$ cat config.mk
export PLATFORM = sky130hd
export DESIGN_NAME = ysyx_22050710_ifu
export DESIGN_NICKNAME = d
export VERILOG_FILES = /design/src/rtl/ysyx_22050710_ifu_pkg.sv /design/src/rtl/ysyx_22050710_ifu_outbuf.sv /design/src/rtl/ysyx_22050710_ifu.sv
export SDC_FILE = /design/constraint.sdc
export NUM_CORES = 1
export LEC_CHECK = 0
export ABC_AREA = 1
export ABC_CLOCK_PERIOD_IN_PS = 2050
export BUFFER_PORTS_ARGS = -buffer_cell sky130_fd_sc_hd__buf_2
export CORE_MARGIN = 5
export CORE_UTILIZATION = 51
export CTS_CLUSTER_DIAMETER = 200
export DETAILED_ROUTE_END_ITERATION = 8
export PLACE_DENSITY = 0.81
export SLEW_MARGIN = 10
export SYNTH_ARGS = -nofsm -noshare
export SYNTH_HDL_FRONTEND = slang
export SYNTH_SLANG_ARGS = --single-unit
$ cat constraint.sdc
create_clock -name i_clk -period 2.05 [get_ports i_clk]
set_input_delay 0.1025 -clock i_clk [delete_from_list [all_inputs] [get_ports i_clk]]
set_output_delay 0.1025 -clock i_clk [all_outputs]
set_load 0.1 [all_outputs]
$ cat src/rtl/ysyx_22050710_ifu_pkg.sv
// Shared definitions for the instruction fetch unit.
// Holds the FSM encoding, the reset fetch address and the sequential PC step.
package ysyx_22050710_ifu_pkg;

  typedef enum logic [1:0] {
    ST_IDLE = 2'd0,
    ST_REQ  = 2'd1,
    ST_WAIT = 2'd2,
    ST_HOLD = 2'd3
  } ifu_state_e;

  localparam logic [31:0] IFU_RESET_PC  = 32'h8000_0000;
  localparam int unsigned IFU_INST_STEP = 4;

endpackage

$ cat src/rtl/ysyx_22050710_ifu_outbuf.sv
// Output register presenting a fetched instruction to ID.
// Load captures pc/inst and raises valid; clear drops valid only; otherwise holds.
module ysyx_22050710_ifu_outbuf #(
  parameter int unsigned PC_WD   = 32,
  parameter int unsigned INST_WD = 32
) (
  input  logic               i_clk,
  input  logic               i_rst_n,
  input  logic               i_load,
  input  logic               i_clear,
  input  logic [PC_WD-1:0]   i_pc,
  input  logic [INST_WD-1:0] i_inst,
  output logic               o_valid,
  output logic [PC_WD-1:0]   o_pc,
  output logic [INST_WD-1:0] o_inst
);

  logic               valid_q, valid_d;
  logic [PC_WD-1:0]   pc_q, pc_d;
  logic [INST_WD-1:0] inst_q, inst_d;

  always_comb begin
    valid_d = valid_q;
    pc_d    = pc_q;
    inst_d  = inst_q;
    if (i_clear) begin
      valid_d = 1'b0;
    end
    if (i_load) begin
      valid_d = 1'b1;
      pc_d    = i_pc;
      inst_d  = i_inst;
    end
  end

  always_ff @(posedge i_clk or negedge i_rst_n) begin
    if (!i_rst_n) begin
      valid_q <= 1'b0;
      pc_q    <= '0;
      inst_q  <= '0;
    end else begin
      valid_q <= valid_d;
      pc_q    <= pc_d;
      inst_q  <= inst_d;
    end
  end

  assign o_valid = valid_q;
  assign o_pc    = pc_q;
  assign o_inst  = inst_q;

endmodule

$ cat src/rtl/ysyx_22050710_ifu.sv
// Instruction fetch unit: owns the PC, issues one imem request at a time and
// hands each instruction to ID; a taken branch kills wrong-path work and refetches.
module ysyx_22050710_ifu
  import ysyx_22050710_ifu_pkg::*;
#(
  parameter int unsigned      PC_WD    = 32,
  parameter int unsigned      INST_WD  = 32,
  parameter logic [PC_WD-1:0] RESET_PC = PC_WD'(IFU_RESET_PC)
) (
  input  logic               i_clk,
  input  logic               i_rst_n,
  input  logic               i_br_valid,
  input  logic               i_br_taken,
  input  logic [PC_WD-1:0]   i_br_target,
  output logic               o_imem_req_valid,
  input  logic               i_imem_req_ready,
  output logic [PC_WD-1:0]   o_imem_addr,
  input  logic               i_imem_rsp_valid,
  input  logic [INST_WD-1:0] i_imem_rdata,
  output logic               o_if_valid,
  input  logic               i_id_ready,
  output logic [PC_WD-1:0]   o_if_pc,
  output logic [INST_WD-1:0] o_if_inst
);

  localparam logic [PC_WD-1:0] PC_STEP = PC_WD'(IFU_INST_STEP);

  ifu_state_e       state_q, state_d;
  logic [PC_WD-1:0] pc_q, pc_d;
  logic             kill_q, kill_d;
  logic             redirect;
  logic             buf_load, buf_clear, buf_valid;

  assign redirect = i_br_valid & i_br_taken;

  always_comb begin
    state_d   = state_q;
    pc_d      = pc_q;
    kill_d    = kill_q;
    buf_load  = 1'b0;
    buf_clear = 1'b0;
    case (state_q)
      ST_IDLE: begin
        state_d = ST_REQ;
        if (redirect) pc_d = i_br_target;
      end
      ST_REQ: begin
        if (redirect) pc_d = i_br_target;
        if (i_imem_req_ready) begin
          // The accepted request targets the old pc; it is wrong-path if redirected now.
          kill_d  = redirect;
          state_d = ST_WAIT;
        end
      end
      ST_WAIT: begin
        if (i_imem_rsp_valid) begin
          kill_d  = 1'b0;
          state_d = ST_REQ;
          if (redirect) begin
            pc_d = i_br_target;
          end else if (!kill_q) begin
            buf_load = 1'b1;
            pc_d     = pc_q + PC_STEP;
            state_d  = ST_HOLD;
          end
        end else if (redirect) begin
          pc_d   = i_br_target;
          kill_d = 1'b1;
        end
      end
      ST_HOLD: begin
        if (redirect || i_id_ready) begin
          buf_clear = 1'b1;
          state_d   = ST_REQ;
        end
        if (redirect) pc_d = i_br_target;
      end
      default: state_d = ST_IDLE;
    endcase
  end

  always_ff @(posedge i_clk or negedge i_rst_n) begin
    if (!i_rst_n) begin
      state_q <= ST_IDLE;
      pc_q    <= RESET_PC;
      kill_q  <= 1'b0;
    end else begin
      state_q <= state_d;
      pc_q    <= pc_d;
      kill_q  <= kill_d;
    end
  end

  ysyx_22050710_ifu_outbuf #(
    .PC_WD  (PC_WD),
    .INST_WD(INST_WD)
  ) u_outbuf (
    .i_clk  (i_clk),
    .i_rst_n(i_rst_n),
    .i_load (buf_load),
    .i_clear(buf_clear),
    .i_pc   (pc_q),
    .i_inst (i_imem_rdata),
    .o_valid(buf_valid),
    .o_pc   (o_if_pc),
    .o_inst (o_if_inst)
  );

  assign o_imem_req_valid = (state_q == ST_REQ);
  assign o_imem_addr      = pc_q;
  // The buffer's valid tracks HOLD exactly; the state decode keeps the handshake timing explicit.
  assign o_if_valid       = (state_q == ST_HOLD) & buf_valid;

endmodule

==> parameters.txt <==
Parameter                              Value

Placement
  Input/output buffers    between 150 and 200
  Detail Placement HPWL    10680 um
  Last weighted congestion value of the routability-driven placer    0.9479

Status
  Run status    completed

Global route
  Number of antenna violations at the first check in global routing    0
  Maximum number of pins on one net before global-route repair    89
  Total global-route track usage    0.2558
  Overflow left after global routing    0
  Via count of the first global-routing pass    4841
  Global-route wire length before repair    23880 um

Timing
  Unrepaired setup endpoints after global routing    false
  Clock period minus worst slack    between 1.5 and 2 ns
  Final hold slack    between 0.02 and 0.03 ns
  Total Neg Setup Slack    0 ns
  Crit share post-route    0.9567
  Number of setup violations in the final report    0
  Worst-Margin Slew    between 0.5 and 0.6 ns
  Worst-case clock skew    0.01139 ns
  Fin. max-slew vios    0
  Fmax    0.5099 GHz
  Max-slew headroom    0.6527
  Total count of hold-check failures in the final report    0

Floorplan
  Rows    36
  Number of top-level pins    169
  DIE WIDTH    109.4 um
  Chip height    roughly 110 um
  Effective utilization at floorplan    0.5199
  Overall die area    0.01196 mm^2
  Core ar.    0.009684 mm^2

Clock tree
  Reg clk slew, reported paths    0.10 ns
  Clock latency at the later pin of the worst-skew pair    0.37 ns
  Deepest level of the CTS H-tree    3
  CTS max path bufs    2
  CTS tree    built
  Number of buffers inserted during clock tree synthesis    9
  Buffer type at the clock tree root    sky130_fd_sc_hd__clkbuf_8
  Sink Count    100

Detailed routing
  Met3 wire length    1222 um
  Routed wl met2    7467 um
  Remaining number of nets flagged by the antenna check after routing    0
  DR vias/cell    5.177
  DRT Pass-1 Iters    5
  # DRC    0
  Number of DRC markers in iteration 0    394
  Post-detailed-route wirelength per cell    16.17 um
  Via count    4866
  Total wirelength of the detailed-routed design    15200 um
  M1 WL    a little over 6000 um
  Top Layer Used    met4

Layout
  Area growth, synth to finish    32.21%
  Net count of the finished layout    879
  Antenna cell count    0
  Final Util    0.6873
  Fraction of final layout cells sized beyond drive strength 1    0.2850

Synth
  Post-Syn Nets    673
  Number of enable flip-flop cells after synthesis    0
  Post-synthesis register bit count    100
  Number of distinct library cells after synthesis    32
  Yosys warning count    0
  Area of the mapped netlist    roughly 0.0050 mm^2
  Number of cells produced by synthesis    between 500 and 600
  Async set-or-reset flop fraction in the synthesized netlist    1.000
  Commonest register cell after synthesis    sky130_fd_sc_hd__dfrtp_1
  Post-Syn Area per Cell    8.448 um^2
  Register area share after synthesis    0.4973

Run
  Max-cap violation count    0

Setup path
  Highest net fanout along the worst path    88
  Worst Path Class, Setup    flop to flop
  Critical Path End Type    flop
  Critical Path Source Type    flop
  Critical path arrival    2.22 ns
  Crit path required time    2.30 ns

Min path
  Worst hold path class    input pin to flop
cell type report:
cell class                      instances  area [um^2]
Clock inverter                          6        70.07
Tap cell                              133        166.4
Fill cell                             773         3028
Inverter                               65        246.5
Multi-Input combinational cell        410         2198
Timing Repair Buffer                  216         1326
Clock buffer                           10        137.6
Sequential cell                       100         2511
placed cells by master (no fill, tap or decap), types with 6 or more instances in the layout:
cell and n:
sky130_fd_sc_hd__ha_1 6, sky130_fd_sc_hd__nand3_1 32, sky130_fd_sc_hd__nor2_2 11, sky130_fd_sc_hd__dlygate4sd3_1 39, sky130_fd_sc_hd__nor3_1 16, sky130_fd_sc_hd__dfrtp_1 93, sky130_fd_sc_hd__nand2_1 147, sky130_fd_sc_hd__dfrtp_2 6
sky130_fd_sc_hd__nand4_1 7, sky130_fd_sc_hd__buf_4 8, sky130_fd_sc_hd__mux2_1 41, sky130_fd_sc_hd__nor2_1 58, sky130_fd_sc_hd__inv_1 59, sky130_fd_sc_hd__buf_2 167, sky130_fd_sc_hd__clkbuf_8 10, sky130_fd_sc_hd__o21ai_1 15
sky130_fd_sc_hd__o21ai_0 32, sky130_fd_sc_hd__a21oi_1 15
repair_timing:
item,4_1_cts,5_1_grt
resized for setup,0,3
hold buffers,39,0
hold endpoints to repair,71,0
endpoints found under the setup margin,0,2
setup buffers,0,0
per-stage QoR:
step	setup slack, ns	std cells	area [um^2]
2_1_floorplan	0.009545	596	5042
3_3_place_gp	0.2380	885	6053
3_5_place_dp	0.1320	885	6053
4_1_cts	0.1142	940	6651
5_1_grt	0.002980	940	6656
6_report	0.08885	940	6656
worst max-delay path: stages, from the launching register on:
cell and delay (ns):
sky130_fd_sc_hd__dfrtp_1 0.44, sky130_fd_sc_hd__inv_1 0.11, sky130_fd_sc_hd__ha_1 0.22, sky130_fd_sc_hd__inv_2 0.06
sky130_fd_sc_hd__nor3_2 0.26, sky130_fd_sc_hd__nand2_4 0.08, sky130_fd_sc_hd__buf_12 0.21, sky130_fd_sc_hd__mux2_1 0.39
worst paths after layout:
kind,from,to,slack [ns],cells after the start
worst max-delay path,state_q[0],u_outbuf.o_inst[5],0.09,7
worst min-delay path,i_br_target[27],o_imem_addr[27],0.03,3
worst max register to register,state_q[0],u_outbuf.o_inst[5],0.09,7
worst min register to register,u_outbuf.o_pc[23],u_outbuf.o_pc[23],0.49,2
max in group asynchronous,i_rst_n,o_imem_addr[31],1.12,3
min in group asynchronous,i_rst_n,u_outbuf.o_inst[25],0.21,2
Yosys cell counts (4+ instances only):
cell,n,share of area
sky130_fd_sc_hd__or2_2,4,0.0050
sky130_fd_sc_hd__o21ai_1,15,0.015
sky130_fd_sc_hd__buf_2,14,0.014
sky130_fd_sc_hd__nand2_2,5,0.0062
sky130_fd_sc_hd__nand4_1,7,0.0087
sky130_fd_sc_hd__ha_1,6,0.015
sky130_fd_sc_hd__mux2_1,41,0.092
sky130_fd_sc_hd__o21ai_0,32,0.032
sky130_fd_sc_hd__inv_1,59,0.044
sky130_fd_sc_hd__nor3_1,16,0.016
sky130_fd_sc_hd__nand3_1,32,0.032
sky130_fd_sc_hd__nand2_1,148,0.11
sky130_fd_sc_hd__dfrtp_1,99,0.49
sky130_fd_sc_hd__nor2_2,11,0.014
sky130_fd_sc_hd__a21oi_1,15,0.015
sky130_fd_sc_hd__inv_2,6,0.0045
sky130_fd_sc_hd__clkbuf_1,5,0.0037
sky130_fd_sc_hd__nor2_1,58,0.043
registers in the layout, indices dropped and copies added, names as in the netlist:
register,count
kill_q,1
o_imem_addr,32
state_q,2
u_outbuf.o_inst,32
u_outbuf.o_pc,32
u_outbuf.o_valid,1
routing by layer:
metal,up-vias,GRT usage
li1,2337,-
met1,2286,0.3194
met2,216,0.4407
met3,27,0.05578
met4,0,0.08459
met5,-,0
kinds of logic (layout without fill, tap and decap cells):
logic type / Yosys count / after routing / synth area share
AO/OA/AOI/OAI: 75 / 75 / 0.08101
XOR/XNOR: 2 / 2 / 0.003480
adder cells (fa/ha/maj): 6 / 6 / 0.01491
buffers and inverters: 86 / 297 / 0.06760
flip-flops: 100 / 100 / 0.4973
multiplexers: 41 / 41 / 0.09170
AND/OR/NAND/NOR: 286 / 286 / 0.2440
Power is not shown: default switching activity piles up to over one toggle a cycle in this logic, so the estimate is an artifact.
